### src/rtl/exe_muldiv_ctrl_if.sv
// Mul/div command and result bundle between the EXE stage and the sequencer.
interface exe_muldiv_ctrl_if #(
    parameter int WORD_LEN = 32
);
    logic                start;
    logic [1:0]          op;
    logic [WORD_LEN-1:0] operand_a;
    logic [WORD_LEN-1:0] operand_b;
    logic                flush;
    logic                stall;
    logic                done;
    logic                div_by_zero;
    logic [WORD_LEN-1:0] hi;
    logic [WORD_LEN-1:0] lo;

    modport master (
        output start, op, operand_a, operand_b, flush,
        input  stall, done, div_by_zero, hi, lo
    );

    modport slave (
        input  start, op, operand_a, operand_b, flush,
        output stall, done, div_by_zero, hi, lo
    );
endinterface

### src/rtl/exe_muldiv_ctrl.sv
// Radix-2 MULT/MULTU/DIV/DIVU sequencer for the EXE stage.
// Iterates on magnitudes, applies signs in FIX, then commits HI/LO.
module exe_muldiv_ctrl #(
    parameter int WORD_LEN = 32,
    parameter int CNT_W    = 6
) (
    input  logic               clk,
    input  logic               rst,
    exe_muldiv_ctrl_if.slave   mdu
);
    localparam int L = WORD_LEN;

    typedef enum logic [2:0] {
        S_IDLE,
        S_MUL,
        S_DIV,
        S_FIX,
        S_DONE
    } state_e;

    state_e           state_q;
    logic [CNT_W-1:0] cnt_q;
    logic [2*L-1:0]   acc_q;
    logic [L-1:0]     b_q;
    logic             sa_q;
    logic             neg_q;
    logic             is_div_q;
    logic [L-1:0]     hi_q;
    logic [L-1:0]     lo_q;
    logic             dbz_q;

    logic             ready;
    logic             busy;
    logic             accept;
    logic             signed_op;
    logic             a_neg;
    logic             b_neg;
    logic [L-1:0]     a_mag;
    logic [L-1:0]     b_mag;

    assign ready  = (state_q == S_IDLE) || (state_q == S_DONE);
    assign busy   = (state_q == S_MUL) || (state_q == S_DIV) ||
                    (state_q == S_FIX);
    assign accept = mdu.start && ready && !mdu.flush;

    assign signed_op = !mdu.op[0];
    assign a_neg     = signed_op && mdu.operand_a[L-1];
    assign b_neg     = signed_op && mdu.operand_b[L-1];
    // Two's-complement negate of 0x80000000 yields 2^31 read as unsigned.
    assign a_mag = a_neg ? -mdu.operand_a : mdu.operand_a;
    assign b_mag = b_neg ? -mdu.operand_b : mdu.operand_b;

    // Shift-add step: acc = {partial product, remaining multiplier bits}
    logic [L:0]     mul_sum;
    logic [2*L-1:0] mul_nxt;
    assign mul_sum = {1'b0, acc_q[2*L-1:L]} +
                     {1'b0, (acc_q[0] ? b_q : {L{1'b0}})};
    assign mul_nxt = {mul_sum, acc_q[L-1:1]};

    // Restoring step: acc = {remainder, dividend/quotient shift reg}
    logic [L:0]     div_sh;
    logic           div_ge;
    logic [L-1:0]   div_rem;
    logic [2*L-1:0] div_nxt;
    assign div_sh  = {acc_q[2*L-1:L], acc_q[L-1]};
    assign div_ge  = div_sh >= {1'b0, b_q};
    assign div_rem = div_ge ? (div_sh[L-1:0] - b_q) : div_sh[L-1:0];
    assign div_nxt = {div_rem, acc_q[L-2:0], div_ge};

    logic [2*L-1:0] prod_neg;
    logic [L-1:0]   quo_neg;
    logic [L-1:0]   rem_neg;
    logic [L-1:0]   fix_hi;
    logic [L-1:0]   fix_lo;
    assign prod_neg = -acc_q;
    assign quo_neg  = -acc_q[L-1:0];
    assign rem_neg  = -acc_q[2*L-1:L];

    always_comb begin
        fix_hi = acc_q[2*L-1:L];
        fix_lo = acc_q[L-1:0];
        if (is_div_q) begin
            if (neg_q) fix_lo = quo_neg;
            if (sa_q)  fix_hi = rem_neg;
        end else if (neg_q) begin
            fix_hi = prod_neg[2*L-1:L];
            fix_lo = prod_neg[L-1:0];
        end
    end

    always_ff @(posedge clk or negedge rst) begin
        if (!rst) begin
            state_q  <= S_IDLE;
            cnt_q    <= '0;
            acc_q    <= '0;
            b_q      <= '0;
            sa_q     <= 1'b0;
            neg_q    <= 1'b0;
            is_div_q <= 1'b0;
            hi_q     <= '0;
            lo_q     <= '0;
            dbz_q    <= 1'b0;
        end else begin
            case (state_q)
                S_IDLE, S_DONE: begin
                    state_q <= S_IDLE;
                    if (accept) begin
                        cnt_q    <= CNT_W'(L);
                        sa_q     <= a_neg;
                        neg_q    <= a_neg ^ b_neg;
                        is_div_q <= mdu.op[1];
                        if (!mdu.op[1]) begin
                            acc_q   <= {{L{1'b0}}, b_mag};
                            b_q     <= a_mag;
                            state_q <= S_MUL;
                        end else if (mdu.operand_b == '0) begin
                            hi_q    <= mdu.operand_a;
                            lo_q    <= '1;
                            dbz_q   <= 1'b1;
                            state_q <= S_DONE;
                        end else begin
                            acc_q   <= {{L{1'b0}}, a_mag};
                            b_q     <= b_mag;
                            state_q <= S_DIV;
                        end
                    end
                end
                S_MUL, S_DIV: begin
                    if (mdu.flush) begin
                        state_q <= S_IDLE;
                    end else begin
                        acc_q <= (state_q == S_MUL) ? mul_nxt : div_nxt;
                        cnt_q <= cnt_q - CNT_W'(1);
                        if (cnt_q == CNT_W'(1)) state_q <= S_FIX;
                    end
                end
                S_FIX: begin
                    if (mdu.flush) begin
                        state_q <= S_IDLE;
                    end else begin
                        hi_q    <= fix_hi;
                        lo_q    <= fix_lo;
                        if (is_div_q) dbz_q <= 1'b0;
                        state_q <= S_DONE;
                    end
                end
                default: state_q <= S_IDLE;
            endcase
        end
    end

    assign mdu.stall       = busy || accept;
    assign mdu.done        = (state_q == S_DONE);
    assign mdu.div_by_zero = dbz_q;
    assign mdu.hi          = hi_q;
    assign mdu.lo          = lo_q;
endmodule
### src/flat_wrapper.sv
// flat-port wrapper written by rule: the top's interface ports become plain ports
module exe_muldiv_ctrl_flat 
#(
    parameter int WORD_LEN = 32,
    parameter int CNT_W    = 6
)
  (clk, rst, mdu_start, mdu_op, mdu_operand_a, mdu_operand_b, mdu_flush, mdu_stall, mdu_done, mdu_div_by_zero, mdu_hi, mdu_lo);
  exe_muldiv_ctrl_if #(.WORD_LEN(WORD_LEN)) mdu_i ();
  input  logic clk;
  input  logic rst;
  input wire logic [$bits(mdu_i.start)-1:0] mdu_start;
  input wire logic [$bits(mdu_i.op)-1:0] mdu_op;
  input wire logic [$bits(mdu_i.operand_a)-1:0] mdu_operand_a;
  input wire logic [$bits(mdu_i.operand_b)-1:0] mdu_operand_b;
  input wire logic [$bits(mdu_i.flush)-1:0] mdu_flush;
  output wire logic [$bits(mdu_i.stall)-1:0] mdu_stall;
  output wire logic [$bits(mdu_i.done)-1:0] mdu_done;
  output wire logic [$bits(mdu_i.div_by_zero)-1:0] mdu_div_by_zero;
  output wire logic [$bits(mdu_i.hi)-1:0] mdu_hi;
  output wire logic [$bits(mdu_i.lo)-1:0] mdu_lo;
  assign mdu_i.start = mdu_start;
  assign mdu_i.op = mdu_op;
  assign mdu_i.operand_a = mdu_operand_a;
  assign mdu_i.operand_b = mdu_operand_b;
  assign mdu_i.flush = mdu_flush;
  assign mdu_stall = mdu_i.stall;
  assign mdu_done = mdu_i.done;
  assign mdu_div_by_zero = mdu_i.div_by_zero;
  assign mdu_hi = mdu_i.hi;
  assign mdu_lo = mdu_i.lo;
  exe_muldiv_ctrl #(.WORD_LEN(WORD_LEN), .CNT_W(CNT_W)) u_core (.clk(clk), .rst(rst), .mdu(mdu_i));
endmodule
### config.mk
export PLATFORM = sky130hd
export DESIGN_NAME = exe_muldiv_ctrl_flat
export DESIGN_NICKNAME = d
export VERILOG_FILES = /design/src/rtl/exe_muldiv_ctrl_if.sv /design/src/rtl/exe_muldiv_ctrl.sv /design/src/flat_wrapper.sv
export SDC_FILE = /design/constraint.sdc
export NUM_CORES = 1
export LEC_CHECK = 0
export ABC_AREA = 1
export BUFFER_PORTS_ARGS = -buffer_cell sky130_fd_sc_hd__buf_4
export CAP_MARGIN = 20
export CORE_ASPECT_RATIO = 1.25
export CORE_MARGIN = 2
export CORE_UTILIZATION = 30
export DETAILED_ROUTE_END_ITERATION = 12
export PLACE_DENSITY = 0.48
export SLEW_MARGIN = 20
export SYNTH_ARGS = -nofsm -noshare
export SYNTH_HDL_FRONTEND = slang
export SYNTH_SLANG_ARGS = --single-unit
### constraint.sdc
create_clock -name clk -period 2.7 [get_ports clk]
set_clock_uncertainty 0.15 [all_clocks]
set_input_delay 0.27 -clock clk [delete_from_list [all_inputs] [get_ports clk]]
set_output_delay 0.27 -clock clk [all_outputs]
set_load 0.02 [all_outputs]
==> results.json <==
{
  "status": "completed",
  "async_flop_share_pct": 100,
  "seq_power_share_pct": 15.8,
  "drv_cap": 0,
  "nets": 3761,
  "synth_top_area_cell": "dfrtp_1",
  "tightest_slew_ps": 565,
  "grt_pass1_wl_um": 133000,
  "cp.arrival_ps": 2900,
  "place_hpwl_um": 75100,
  "synthFlopType": "dfrtp_1",
  "drv_slew": 0,
  "numCtsBuffers": 17,
  "grt_pass1_vias": 21300,
  "ys_types": 52,
  "cts_tree": "yes",
  "synthesis.nets": 3345,
  "setup_viol": 0,
  "globalplace.congestion": 0.957,
  "num_antenna_cells": 0,
  "synth-edff-count": 0,
  "total_power_mw": 30.9,
  "final_cell_mix": "nand2_1 (997), buf_4 (486), inv_1 (433)",
  "synth_top_family_by_area": "simple AND/OR/NAND/NOR gates",
  "fin_crit_sh_pct": 99.0,
  "clock_latency_ps": 490,
  "yosysTopAreaCellShare_pct": 23.5,
  "htreeDepth": 4,
  "synth_xor_xnor_area_share_pct": 2.28,
  "io_pins": 137,
  "synth-simple-area-share_pct": 43.6,
  "hold_depth": 4,
  "clock_sinks": 173,
  "seq_area_um2": 4330,
  "switchingPower_mw": 16.6,
  "die_h_um": 281,
  "drtIter0Drc": 1905,
  "synth_area_um2": 18400,
  "final_util_pct": 39.6,
  "rrSetupSlack_ps": 30,
  "crit-reg2reg-launch": "u_core.acc_q[0]",
  "max_freq_mhz": 374,
  "wl_um": 90500,
  "synth_area_leaders": "dfrtp_1 (24%), nand2_1 (21%), nand3_1 (11%), inv_1 (8.9%), nor2_1 (7.1%)",
  "drc_errors": 0,
  "grt_antenna_before_repair": 1,
  "worstHoldPathType": "in2reg",
  "area_growth_pct": 30.6,
  "crit_path_start_kind": "flip-flop",
  "synthesis.instances": 3203,
  "seq_area_frac_synth_pct": 23.5,
  "p_leak_nw": 12.4,
  "required_ps": 2920,
  "vias": 22500,
  "power_frac_clock_pct": 8.5,
  "port_buffers": 136,
  "syn_area_per_cell_um2": 5.75,
  "num_rows": 101,
  "core_area_um2": 60800,
  "synth_fa_ha_area_share_pct": 4.97,
  "drive_gt1_share_pct": 18.7,
  "power.density_nw_per_um2": 1290,
  "multi_input_area_um2": 12400,
  "muxShareOfSynthArea_pct": 0.115,
  "internal_power_mw": 14.3,
  "p_sw_share_pct": 53.7,
  "reg2regPathDepth": 16,
  "track_usage_pct": 28.4,
  "finalHoldViolations": 0,
  "initial_utilization_pct": 30.3,
  "synth_compound_area_share_pct": 13.6,
  "clk_pin_slew_worst_paths_ps": 80,
  "grt_max_degree": 62,
  "avgViaCountPerCell": 5.04,
  "peakVddDrop_v": 0.000540,
  "wire_per_inst_um": 20.3,
  "period_needed_ps": 2670,
  "relSlewSlack_pct": 62.3,
  "worstPathMaxFanout": 15,
  "die_w_um": 226,
  "end_kind": "flip-flop",
  "p_comb_share_pct": 75.7,
  "cts_max_path_buffers": 2,
  "yosysWarnings": 0,
  "path_class": "reg2reg",
  "dieArea_um2": 63400,
  "holdCritStartpoint": "mdu_flush",
  "cts.root.buffer_cell": "clkbuf_16",
  "rsz0062_at_grt": "true",
  "n_fill_cell": 6745,
  "overflow": 0,
  "crit_start": "u_core.acc_q[0]",
  "synth_seq_cells": 173,
  "dr.pass1.iters": 6,
  "final_common_cell": "nand2_1",
  "ant_nets": 0
}
flip-flops by register name, summed over array words and instances, names as in the netlist:
register                count
u_core.sa_q                 1
u_core.state_q              3
u_core.b_q                 32
u_core.mdu.div_by_zero      1
u_core.mdu.lo              32
u_core.acc_q               64
u_core.neg_q                1
u_core.is_div_q             1
u_core.cnt_q                6
u_core.mdu.hi              32
worst max-delay path, stage by stage (launching register included):
cell	delay, ps
dfrtp_2	500
clkbuf_16	210
nand2_1	60
inv_1	40
ha_1	330
nand2_1	130
nor2_2	120
buf_4	130
nand2_1	100
nor3_2	170
nand2_2	120
nand3_1	100
nand2_1	60
nor2_2	140
nor2_1	70
nand2_1	90
nand2_1	50
power by group through the flow:
| stage | registers, mW | clock network, mW | logic (mW) |
|---|---|---|---|
| 3_3_place_gp | 4.87 | 0 | 22.4 |
| 2_1_floorplan | 5.21 | 0 | 11.9 |
| 3_5_place_dp | 4.87 | 0 | 22.3 |
| 4_1_cts | 4.84 | 2.67 | 22.5 |
| 5_1_grt | 5.00 | 2.77 | 25.7 |
| 6_report | 4.89 | 2.63 | 23.4 |
final timing paths:
path / end
setup / recovery: u_core.acc_q[58]
hold / removal: u_core.mdu.div_by_zero
setup reg to reg: u_core.acc_q[58]
hold reg to reg: u_core.mdu.lo[12]
max in group asynchronous: u_core.mdu.lo[23]
min in group asynchronous: u_core.state_q[0]
per-stage QoR:
| step | hold slack, ps | setup WS [ps] | std cells | setup TNS (ps) | area, µm² |
|---|---|---|---|---|---|
| 2_1_floorplan | -176 | 63.4 | 3203 | 0 | 18400 |
| 3_3_place_gp | 135 | -85.4 | 4415 | -85.4 | 22900 |
| 3_5_place_dp | 137 | -63.3 | 4415 | -63.3 | 22900 |
| 4_1_cts | 48.5 | 1.05 | 4452 | 0 | 23500 |
| 5_1_grt | 112 | -122 | 4456 | -663 | 24100 |
| 6_report | 63.2 | 27.3 | 4456 | 0 | 24100 |
cell usage after synthesis (2+ instances only):
cell      instances
inv_2             9
o21ai_1          22
buf_1             6
nor2_1          349
ha_1             70
inv_1           435
buf_6             6
a21boi_1          8
nand4_1          53
o21a_1            3
a21boi_0          5
or2_1             2
nand3_2           6
and3_1            4
a41oi_1          16
buf_2            23
xnor2_1          12
a22oi_1           3
fa_1              2
buf_4             6
nor3_2            2
nor2_4            4
nand3_1         392
a21o_1            3
a31oi_1          12
nand2_1        1014
or2_2             7
o211ai_1         19
and2_1            3
o21ai_2           2
a21oi_1         150
o21bai_1         10
o22ai_1           7
nand2_2           3
nor4_1            2
o21ai_0         194
or2_0             2
clkbuf_1         68
nand3b_1         16
nor2_2            8
xor2_1           36
nor3_1           27
dfrtp_1         173
metal layers:
| layer | GRT usage [%] | part of all wire [%] | vias up |
|---|---|---|---|
| li1 | - | - | 11100 |
| met1 | 35.3 | 41 | 10400 |
| met2 | 48.7 | 48 | 765 |
| met3 | 2.29 | 4.7 | 162 |
| met4 | 15.1 | 5.8 | 0 |
| met5 | 0 | 0 | - |
timing repair:
item / CTS / global route
endpoints found under the hold margin: 49 / 0
cloned: 0 / 1
endpoints found under the setup margin: 6 / 55
hold buffers: 4 / 0
pin swaps: 0 / 6
setup buffers: 1 / 3
gates resized for setup: 4 / 110
layout make-up:
type / instances / area share, %
clock inverter: 13 / 0.541
tap: 824 / 4.29
timing repair buffer: 506 / 16.7
inverter: 446 / 7.00
clock buffer: 19 / 1.84
sequential: 173 / 18.0
multi-input combinational: 2475 / 51.7
logic make-up after synthesis:
| kind of cell | after synthesis |
|---|---|
| xor+xnor | 48 |
| simple gates | 1897 |
| fa+ha+maj | 72 |
| compound gates | 456 |
| buf+inv | 555 |
| flops | 173 |
| mux | 2 |
Note: power is estimated with default switching activity, not from simulation.
